===== config.mk =====
export PLATFORM = sky130hd
export DESIGN_NAME = phase_detector
export DESIGN_NICKNAME = d
export VERILOG_FILES = /design/src/rtl/phase_detector.sv
export SDC_FILE = /design/constraint.sdc
export NUM_CORES = 1
export LEC_CHECK = 0
export CELL_PAD_IN_SITES_DETAIL_PLACEMENT = 2
export CELL_PAD_IN_SITES_GLOBAL_PLACEMENT = 2
export CORE_AREA = 10 10 120 122
export CTS_BUF_LIST = sky130_fd_sc_hd__clkbuf_8 sky130_fd_sc_hd__clkbuf_16
export CTS_CLUSTER_SIZE = 8
export DETAILED_ROUTE_END_ITERATION = 12
export DIE_AREA = 0 0 130 132
export PLACE_DENSITY_LB_ADDON = 0.1
export REMOVE_ABC_BUFFERS = 1
export SLEW_MARGIN = 10
export SYNTH_ARGS = -nofsm -noshare
export SYNTH_HDL_FRONTEND = slang
export SYNTH_SLANG_ARGS = --single-unit
export TNS_END_PERCENT = 100

===== constraint.sdc =====
create_clock -name clk -period 3.96 [get_ports clk]
set_clock_uncertainty 0.2 [all_clocks]
set_input_delay 1.188 -clock clk [delete_from_list [all_inputs] [get_ports clk]]
set_output_delay 1.188 -clock clk [all_outputs]
set_load 0.03 [all_outputs]

===== src/rtl/phase_detector.sv =====
// Measures signed current-vs-voltage zero-cross lag and the voltage period in clk cycles.
// Optional macro PHASE_AVG_EN: phase_diff becomes the mean of the last four raw samples.
module phase_detector #(
  parameter int unsigned SYNC_STAGES = 2,
  parameter int unsigned TIMEOUT     = 32000
) (
  input  logic        clk,
  input  logic        rst,
  input  logic        enable,
  input  logic        v_zc,
  input  logic        i_zc,
  output logic [15:0] phase_diff,
  output logic [15:0] period,
  output logic        valid,
  output logic        no_signal,
  output logic        i_missing
);

  localparam logic [15:0] TimeoutCnt = 16'(TIMEOUT);

  typedef enum logic [0:0] {StIdle, StArm} state_e;

  logic [SYNC_STAGES-1:0] v_sync_q, i_sync_q;
  logic                   v_prev_q, i_prev_q;
  logic                   ev, ei;

  state_e      state_q, state_d;
  logic [15:0] cnt_q, cnt_d;
  logic [15:0] lag_q, lag_d;
  logic        i_seen_q, i_seen_d;
  logic [15:0] phase_q, phase_d;
  logic [15:0] period_q, period_d;
  logic        valid_q, valid_d;
  logic        no_signal_q, no_signal_d;
  logic        i_missing_q, i_missing_d;

  logic [15:0] raw_phase;
  logic        sample_vld;
  logic        out_ok;
  logic [15:0] out_phase;

  always_ff @(posedge clk or posedge rst) begin
    if (rst) begin
      v_sync_q <= '0;
      i_sync_q <= '0;
      v_prev_q <= 1'b0;
      i_prev_q <= 1'b0;
    end else begin
      v_sync_q <= {v_sync_q[SYNC_STAGES-2:0], v_zc};
      i_sync_q <= {i_sync_q[SYNC_STAGES-2:0], i_zc};
      v_prev_q <= v_sync_q[SYNC_STAGES-1];
      i_prev_q <= i_sync_q[SYNC_STAGES-1];
    end
  end

  assign ev = v_sync_q[SYNC_STAGES-1] & ~v_prev_q;
  assign ei = i_sync_q[SYNC_STAGES-1] & ~i_prev_q;

  // Lag beyond half a period is reported as a negative lead.
  always_comb begin
    if ({lag_q, 1'b0} <= {1'b0, cnt_q}) begin
      raw_phase = lag_q;
    end else begin
      raw_phase = 16'({1'b0, lag_q} - {1'b0, cnt_q});
    end
  end

`ifdef PHASE_AVG_EN
  logic        [15:0] hist_q [4];
  logic signed [17:0] sum_q, sum_d;
  logic        [2:0]  fill_q;

  assign sum_d = sum_q + 18'(signed'(raw_phase)) - 18'(signed'(hist_q[3]));

  always_ff @(posedge clk or posedge rst) begin
    if (rst) begin
      for (int k = 0; k < 4; k++) hist_q[k] <= '0;
      sum_q  <= '0;
      fill_q <= '0;
    end else if (state_q == StIdle) begin
      for (int k = 0; k < 4; k++) hist_q[k] <= '0;
      sum_q  <= '0;
      fill_q <= '0;
    end else if (sample_vld) begin
      hist_q[0] <= raw_phase;
      for (int k = 1; k < 4; k++) hist_q[k] <= hist_q[k-1];
      sum_q  <= sum_d;
      fill_q <= (fill_q == 3'd4) ? fill_q : fill_q + 3'd1;
    end
  end

  // This sample is the fourth (or later) one in the history.
  assign out_ok    = (fill_q >= 3'd3);
  assign out_phase = 16'(sum_d >>> 2);
`else
  assign out_ok    = 1'b1;
  assign out_phase = raw_phase;
`endif

  always_comb begin
    state_d     = state_q;
    cnt_d       = cnt_q;
    lag_d       = lag_q;
    i_seen_d    = i_seen_q;
    phase_d     = phase_q;
    period_d    = period_q;
    valid_d     = 1'b0;
    no_signal_d = no_signal_q;
    i_missing_d = i_missing_q;
    sample_vld  = 1'b0;

    if (ev) begin
      cnt_d = 16'd1;
    end else if (cnt_q != TimeoutCnt) begin
      cnt_d = cnt_q + 16'd1;
    end

    if (!enable) begin
      state_d = StIdle;
    end else begin
      case (state_q)
        StIdle: begin
          if (ev) begin
            state_d  = StArm;
            i_seen_d = 1'b0;
            lag_d    = '0;
          end
        end
        StArm: begin
          if (ev) begin
            no_signal_d = 1'b0;
            if (i_seen_q) begin
              sample_vld  = 1'b1;
              period_d    = cnt_q;
              i_missing_d = 1'b0;
            end else begin
              i_missing_d = 1'b1;
            end
            // A current edge coincident with ev belongs to the new period at zero lag.
            i_seen_d = ei;
            lag_d    = '0;
          end else if (cnt_q == TimeoutCnt) begin
            state_d     = StIdle;
            no_signal_d = 1'b1;
            phase_d     = '0;
            i_missing_d = 1'b0;
          end else if (ei && !i_seen_q) begin
            lag_d    = cnt_q;
            i_seen_d = 1'b1;
          end
        end
        default: state_d = StIdle;
      endcase
    end

    if (sample_vld && out_ok) begin
      phase_d = out_phase;
      valid_d = 1'b1;
    end
  end

  always_ff @(posedge clk or posedge rst) begin
    if (rst) begin
      state_q     <= StIdle;
      cnt_q       <= '0;
      lag_q       <= '0;
      i_seen_q    <= 1'b0;
      phase_q     <= '0;
      period_q    <= '0;
      valid_q     <= 1'b0;
      no_signal_q <= 1'b1;
      i_missing_q <= 1'b0;
    end else begin
      state_q     <= state_d;
      cnt_q       <= cnt_d;
      lag_q       <= lag_d;
      i_seen_q    <= i_seen_d;
      phase_q     <= phase_d;
      period_q    <= period_d;
      valid_q     <= valid_d;
      no_signal_q <= no_signal_d;
      i_missing_q <= i_missing_d;
    end
  end

  assign phase_diff = phase_q;
  assign period     = period_q;
  assign valid      = valid_q;
  assign no_signal  = no_signal_q;
  assign i_missing  = i_missing_q;

endmodule


Word level (Yosys, flattened, before mapping)
Index checks and enable logic that the tools add are counted.

storage, ports and cells
  flip-flop bits (word level) = 75
  bits of input ports = 5
  logic and storage cells = 71

cells by class
  reductions and logical operators = 11
  bitwise logic cells = 5
  mux-type cells = 33
  order comparisons = 1
  equality and inequality tests = 6
  add/subtract/negate cells = 2

operator list
  kind                     count
  $mux W16                 12
  $pmux W16 S2             1
  $mux W1                  18
  $le A17 B16 Y1           1
  $add A16 B1 Y16 const B  1
  $eq A16 B15 Y1 const B   1
  $ne A16 B15 Y1 const B   1
  $sub A16 B16 Y16         1
  $reduce_and A4 Y1        3
  $reduce_bool A2 Y1       5
  $pmux W1 S2              2
  $ne A3 B2 Y1 const B     1
  $ne A3 B3 Y1 const B     1
  $not A1 Y1               3
  $reduce_and A3 Y1        1
  $and A1 B1 Y1            2
  $ne A2 B1 Y1 const B     1
  $ne A2 B2 Y1 const B     1
  $logic_and A1 B1 Y1      1
  $logic_not A1 Y1         1

Logic depth before layout (Yosys ltp)
Gate-level depths: netlist of the first run.

  depth after elaboration = 7
  gate-level depth with buffers = 10

Least setup slack after synthesis of the first run
Ideal clock, no wire load.

  path type = input-to-reg
  start = input enable
  end = register phase_q[2] (netlist: phase_diff[2])
  stages = 7
  path buffers = 2
  setup slack = 1.352 ns
  data required time = 3.614 ns
  data arrival time = 2.262 ns
  cells stage by stage = and2_1 > clkbuf_1 > nand2_1 > clkinv_1 > clkbuf_1 > nand4_1 > o311ai_0

between the ends
  word-level cells in the longest chain between the ends = 3
  elaborated cells between the ends (all ways) = 7

ends and longest elaborated chain
  element                                                              line  source
  start, declared                                                      9     input logic enable,
  $mux W1 *                                                            118   if (!enable) begin
  via sample_vld                                                       38    logic sample_vld;
  $ne A2 B1 Y1 (no source line) or $reduce_bool A2 Y1 (tied branches)  -
  $reduce_and A4 Y1 (no source line)                                   -
  end signal, assigned                                                 178   phase_q <= phase_d;
  end, declared                                                        31    logic [15:0] phase_q, phase_d;

Mark *: on every way through the listed nets, which the timed path passes. The rest lies on a longest branch.
A chain may end at the register's enable or synchronous reset.

Worst setup path in the final report of the first run
  start = input enable
  end = register phase_q[13] (netlist: phase_diff[13])

between the ends
  word-level cells in the longest chain between the ends = 3
  elaborated cells between the ends (all ways) = 7

ends and longest elaborated chain
  element                                                              line
  $mux W1                                                              118
  $ne A2 B1 Y1 (no source line) or $reduce_bool A2 Y1 (tied branches)  -
  $reduce_and A4 Y1 (no source line)                                   -

Parallel ways exist; a longest one is shown, timed or not.

==> results.ini, run 1 <==
[finish]
final_common_cell=dfrtp_1
final_cell_mix=74 x dfrtp_1, 65 x nand2_1, 39 x clkdlybuf4s50_1, 37 x inv_1, 32 x ha_1
layout-drive-gt1-share_pct=6.77
num_antenna_cells=0
num-fill-cells=1303
synthToLayoutAreaGrowth_pct=19.8
nNetsFinal=535

[yosys]
synth_area_leaders=dfrtp_1 43%, ha_1 9.2%, nand2_1 5.6%, mux2i_1 4.2%, o21ai_0 3.5%
synth_edf_count=0
ys.flop_type=dfrtp_1
ys_ff_latch=75
ys_async_sr_fraction_pct=100
ys_types=57
syn_inst=459
yosysSeqAreaShare_pct=43.4
synth_top_area_cell=dfrtp_1
synth_warnings=0
avgSynthCellArea_um2=9.43
synth_top_area_share_pct=42.8
syn-cell-area_um2=4330

[timing]
max_freq_ghz=0.316
setup-tns-final_ns=0
fin_ws_ns=0.793
worst_pin_slew_ns=0.941
relSlewSlack_pct=37.3
setup_viol=0
fin_crit_sh_pct=80.0
hold_viol=0
drv_slew=0
rsz0062_at_grt=false
whs_ns=0.155
period_minus_slack_ns=3.17

[global_routing]
antenna_found_initial=0
use_met2_pct=26.3
grt_pass1_wl_um=21900
top_usage_layer=met2
grt_max_degree=45
grt_pass1_vias=4021
grt_use_met1_pct=20.8
grtUsageTotal_pct=16.2
gr-total-overflow=0
met3_usage_pct=3.06

[clock_network]
cts_resized=0
root_buffer=clkbuf_16
holdBufCountCts=0
postCtsSetupRepairBufs=0
cts_tree=built
clkLatencyLatePin_ns=0.35
cts-buffers-inserted=9
htree_levels=3
path_clk_slew_ns=0.06
cts_sinks=75
clock_path_buffers=2

[setup_path]
critical_path_class=in2reg
crit_fanout=17
cp.arrival_ns=3.19
endpoint_kind=flop
startpoint_type=input port
worstPathRequired_ns=3.98

[power_and_ir_drop]
seq_power_share_pct=35.8
p_int_mw=1.65
p_comb_share_pct=29.7
total_leakage_power_nw=2.35
switching_share_pct=34.9
clkPwrFrac_pct=34.4
peakVddDrop_uv=203
power_density_nw_per_um2=489
p_switching_mw=0.884

[detailed_routing]
drtIter0Drc=142
ant_nets=0
avgRoutedWirePerCell_um=20.2
drt_wl_total_um=13100
dr.pass1.iters=5
drc=0
via_per_inst=5.51
vias=3579

[die]
start_util_pct=36.4
num_rows=40
dieArea_um2=17200
die_w_um=130
core_um2=11900
die_h_um=132
num_io_pins=40

[place]
port_buffers=39
dp_slack_ns=0.424
hpwl_um=9670
gp_congestion=0.793

[worst_hold_path]
hold_path.class=reg2reg

[outcome]
status=completed

[flow_run]
maxCapViolCount=0

kinds of logic (layout without fill, tap and decap cells):
logic type                 Yosys count  after routing  share of synthesized area (%)
AOI/OAI and AO/OA                   96             96                           14.6
xor gates and xnor gates            23             23                           4.65
adders and majority gates           33             33                           9.71
buffers and inverters               58            101                           5.72
DFF                                 75             75                           43.4
muxes                               18             18                           4.16
and+or+nand+nor                    156            156                           17.8
layer usage:
metal / up-vias / wire (µm)
li1: 1701 / -
met1: 1819 / 6160
met2: 44 / 6390
met3: 15 / 398
met4: 0 / 198
met5: - / 0
Yosys cell counts (2+ instances only):
cell and instances:
ha_1 32, xnor2_1 17, buf_2 2, and4_1 2, and3_1 3, o31ai_1 2, or3_1 2, dfrtp_1 74
xor2_1 6, o311ai_0 8, nand4_1 14, nor2b_1 5, o21ai_0 30, clkbuf_1 14, nor4_1 2, nor2_1 26
mux2i_1 18, a21oi_1 25, nor3_1 2, a32oi_1 5, and2_1 2, nand2b_1 5, nand3_1 21, o311ai_1 2
nand2_1 65, inv_1 38, nor4_2 2, a21o_1 6
critical path, cell delays in order:
cell and delay [ns]:
clkdlybuf4s50_1 0.50, and2_1 0.28, nand2_1 0.13, clkinv_1 0.55, a32oi_1 0.41, o21ai_0 0.13
sequential cells by signal, indices dropped and copies added, names as in the netlist, 2 cells and up:
signal / cells
i_sync_q: 2
lag_q: 16
v_sync_q: 2
phase_diff: 16
period: 16
cnt_q: 16
cell type report:
| type | count | area, µm² | share of cell area, % |
|---|---|---|---|
| Tap cell | 147 | 184 | 3.55 |
| Multi-Input combinational cell | 326 | 2210 | 42.6 |
| Clock buffer | 11 | 253 | 4.87 |
| Inverter | 39 | 148 | 2.85 |
| Clock inverter | 5 | 60.1 | 1.16 |
| Timing Repair Buffer | 46 | 455 | 8.78 |
| Sequential cell | 75 | 1880 | 36.2 |
final timing paths:
kind / startpoint / endpoint / slack (ns) / cells past startpoint
max in group asynchronous: rst / lag_q[3] / 1.88 / 3
hold / removal: v_sync_q[0] / v_sync_q[1] / 0.16 / 0
setup reg to reg: cnt_q[4] / phase_diff[13] / 0.92 / 8
setup / recovery: enable / phase_diff[13] / 0.79 / 6
min in group asynchronous: rst / v_sync_q[0] / 1.02 / 2
hold reg to reg: v_sync_q[0] / v_sync_q[1] / 0.16 / 0
stage by stage:
stage	std cells	util (%)	power, mW	instance area, µm²
6_report	649	43.5	2.54	5190
3_5_place_dp	633	40.9	1.69	4870
3_3_place_gp	633	40.9	1.65	4870
4_1_cts	649	43.5	2.58	5190
5_1_grt	649	43.5	2.69	5190
2_1_floorplan	440	-	1.39	4230
power groups by stage:
stage / logic [mW] / clock network (mW) / registers, mW
6_report: 0.755 / 0.874 / 0.909
5_1_grt: 0.839 / 0.929 / 0.921
3_5_place_dp: 0.763 / 0 / 0.923
2_1_floorplan: 0.392 / 0 / 1.00
4_1_cts: 0.770 / 0.897 / 0.911
3_3_place_gp: 0.736 / 0 / 0.917
No activity file was read; power rests on OpenSTA's default activity.
==> run 2, diff against run 1 <==
==> constraint.sdc (replaced) <==
create_clock -name clk -period 3.3 [get_ports clk]
set_clock_uncertainty 0.2 [all_clocks]
set_input_delay 0.99 -clock clk [delete_from_list [all_inputs] [get_ports clk]]
set_output_delay 0.99 -clock clk [all_outputs]
set_load 0.03 [all_outputs]
==> results.ini, run 2 (synthesis gave the netlist of run 1 again) <==
[setup_path]
cp.arrival_ns=3.07  ; -0.12 ns
critical_path_class=reg2reg
endpoint_kind=flop
worstPathRequired_ns=3.36  ; -0.62 ns
rrSetupSlack_ns=0.29  ; -0.63 ns
crit_fanout=10  ; -7
timing.rr.end=phase_diff[11]
worstRegToRegCells=8  ; unchanged
rr_startpoint=cnt_q[1]
startpoint_type=flop

[clock_network]
holdBufCountCts=0  ; unchanged
cts_resized=0  ; unchanged
postCtsSetupRepairBufs=0  ; unchanged
cts_sinks=75  ; unchanged
clkLatencyLatePin_ns=0.35  ; about the same
htree_levels=3  ; unchanged
clock_path_buffers=2  ; unchanged
path_clk_slew_ns=0.06  ; about the same
root_buffer=clkbuf_16
cts_tree=built
cts-buffers-inserted=9  ; unchanged

[die]
die_h_um=132  ; unchanged
core_um2=11900  ; unchanged
num_io_pins=40  ; unchanged
dieArea_um2=17200  ; unchanged
die_w_um=130  ; unchanged
num_rows=40  ; unchanged
start_util_pct=36.4  ; unchanged

[power_and_ir_drop]
peakVddDrop_uv=294  ; +45%
power_density_nw_per_um2=593  ; +21%
total_leakage_power_nw=2.37  ; +1.1%
power_mw=3.10  ; +22%

[finish]
multiInputGateArea_um2=2200  ; -0.17%
utilization_pct=44.0  ; +0.43 points
final_cell_mix=74 x dfrtp_1, 65 x nand2_1, 39 x clkdlybuf4s50_1, 37 x inv_1, 32 x ha_1
nNetsFinal=540  ; +0.93%
num-fill-cells=1306  ; +0.23%
regArea_um2=1880  ; unchanged
synthToLayoutAreaGrowth_pct=20.9
num_antenna_cells=0  ; unchanged
final_common_cell=dfrtp_1
layout-drive-gt1-share_pct=7.50  ; +0.72 points

[detailed_routing]
via_per_inst=5.57  ; +0.95%
dr.pass1.iters=4  ; -1
drt_wl_total_um=13600  ; +3.6%
avgRoutedWirePerCell_um=20.8  ; +2.8%
drc=0  ; unchanged
ant_nets=0  ; unchanged
drtIter0Drc=176  ; +24%
vias=3641  ; +1.7%

[outcome]
status=completed

[timing]
hold_viol=0  ; unchanged
fin_crit_sh_pct=91.2
setup_viol=0  ; unchanged
setup-tns-final_ns=0  ; unchanged
period_minus_slack_ns=3.01
relSlewSlack_pct=50.1  ; +13 points
max_freq_ghz=0.332
drv_slew=0  ; unchanged
worst_pin_slew_ns=0.741  ; -0.199 ns
rsz0062_at_grt=false

[global_routing]
grtUsageTotal_pct=16.7  ; +0.50 points
antenna_found_initial=0  ; unchanged
gr-total-overflow=0  ; unchanged
grt_pass1_wl_um=22300  ; +2.3%
grt_pass1_vias=4007  ; -0.35%
grt_max_degree=76  ; +69%

[place]
port_buffers=39  ; unchanged
gp_congestion=0.797  ; +0.45%
hpwl_um=9810  ; +1.4%

[worst_hold_path]
hold_path_depth=0  ; unchanged
hold_path.class=reg2reg
worstHoldEndpoint=i_sync_q[1]
hp-start=i_sync_q[0]

[flow_run]
maxCapViolCount=0  ; unchanged

-- run 2: cell type report --
type                       instances  share of cell area [%]
multi-input combinational        326                    42.1
sequential                        75                    35.9
timing repair buffer              51                    9.65
clock buffer                       9                    4.30
tap                              147                    3.51
inverter                          39                    2.82
clock inverter                     7                    1.77
-- run 2: how the worst max path moves through the flow --
stage,from,endpoint,slack [ns]
5_1_grt,cnt_q[1],phase_diff[12],0.06
4_1_cts,cnt_q[1],phase_diff[11],0.26
3_5_place_dp,enable,phase_diff[14],0.15
3_3_place_gp,enable,phase_diff[11],0.28
2_1_floorplan,enable,phase_diff[11],0.17
6_report,cnt_q[1],phase_diff[11],0.29
-- run 2: power by group --
| group | switching, mW | leakage (nW) | internal [mW] |
|---|---|---|---|
| combinational | 0.591 | 1.21 | 0.359 |
| clock | 0.420 | 0.147 | 0.659 |
| sequential | 0.0674 | 1.01 | 1.01 |
-- run 2: critical path: stages, from the launching register on --
cell,delay [ns]
dfrtp_1,0.49
inv_1,0.18
ha_1,0.25
a21oi_1,0.17
o21ai_0,0.19
a2111oi_1,0.60
a22o_1,0.54
a32oi_1,0.19
o31ai_1,0.09
-- run 2: routing by layer --
layer  vias to the layer above  global-route usage [%]  part of all wire (%)  wire length (µm)
met5                         -                       0                     0                 0
met4                         0                    5.94                   1.5               209
met3                        14                    3.30                   2.9               396
met2                        38                    28.1                    50              6840
met1                      1888                    20.4                    45              6170
li1                       1701                       -                     -                 -
-- run 2: stage by stage --
| step | setup WS (ns) | instances | instance area, µm² | hold slack (ns) |
|---|---|---|---|---|
| 2_1_floorplan | 0.165 | 440 | 4230 | 0.131 |
| 3_3_place_gp | 0.276 | 638 | 4920 | 0.132 |
| 3_5_place_dp | 0.148 | 638 | 4920 | 0.136 |
| 4_1_cts | 0.265 | 654 | 5240 | 0.150 |
| 5_1_grt | 0.0565 | 654 | 5240 | 0.162 |
| 6_report | 0.291 | 654 | 5240 | 0.147 |
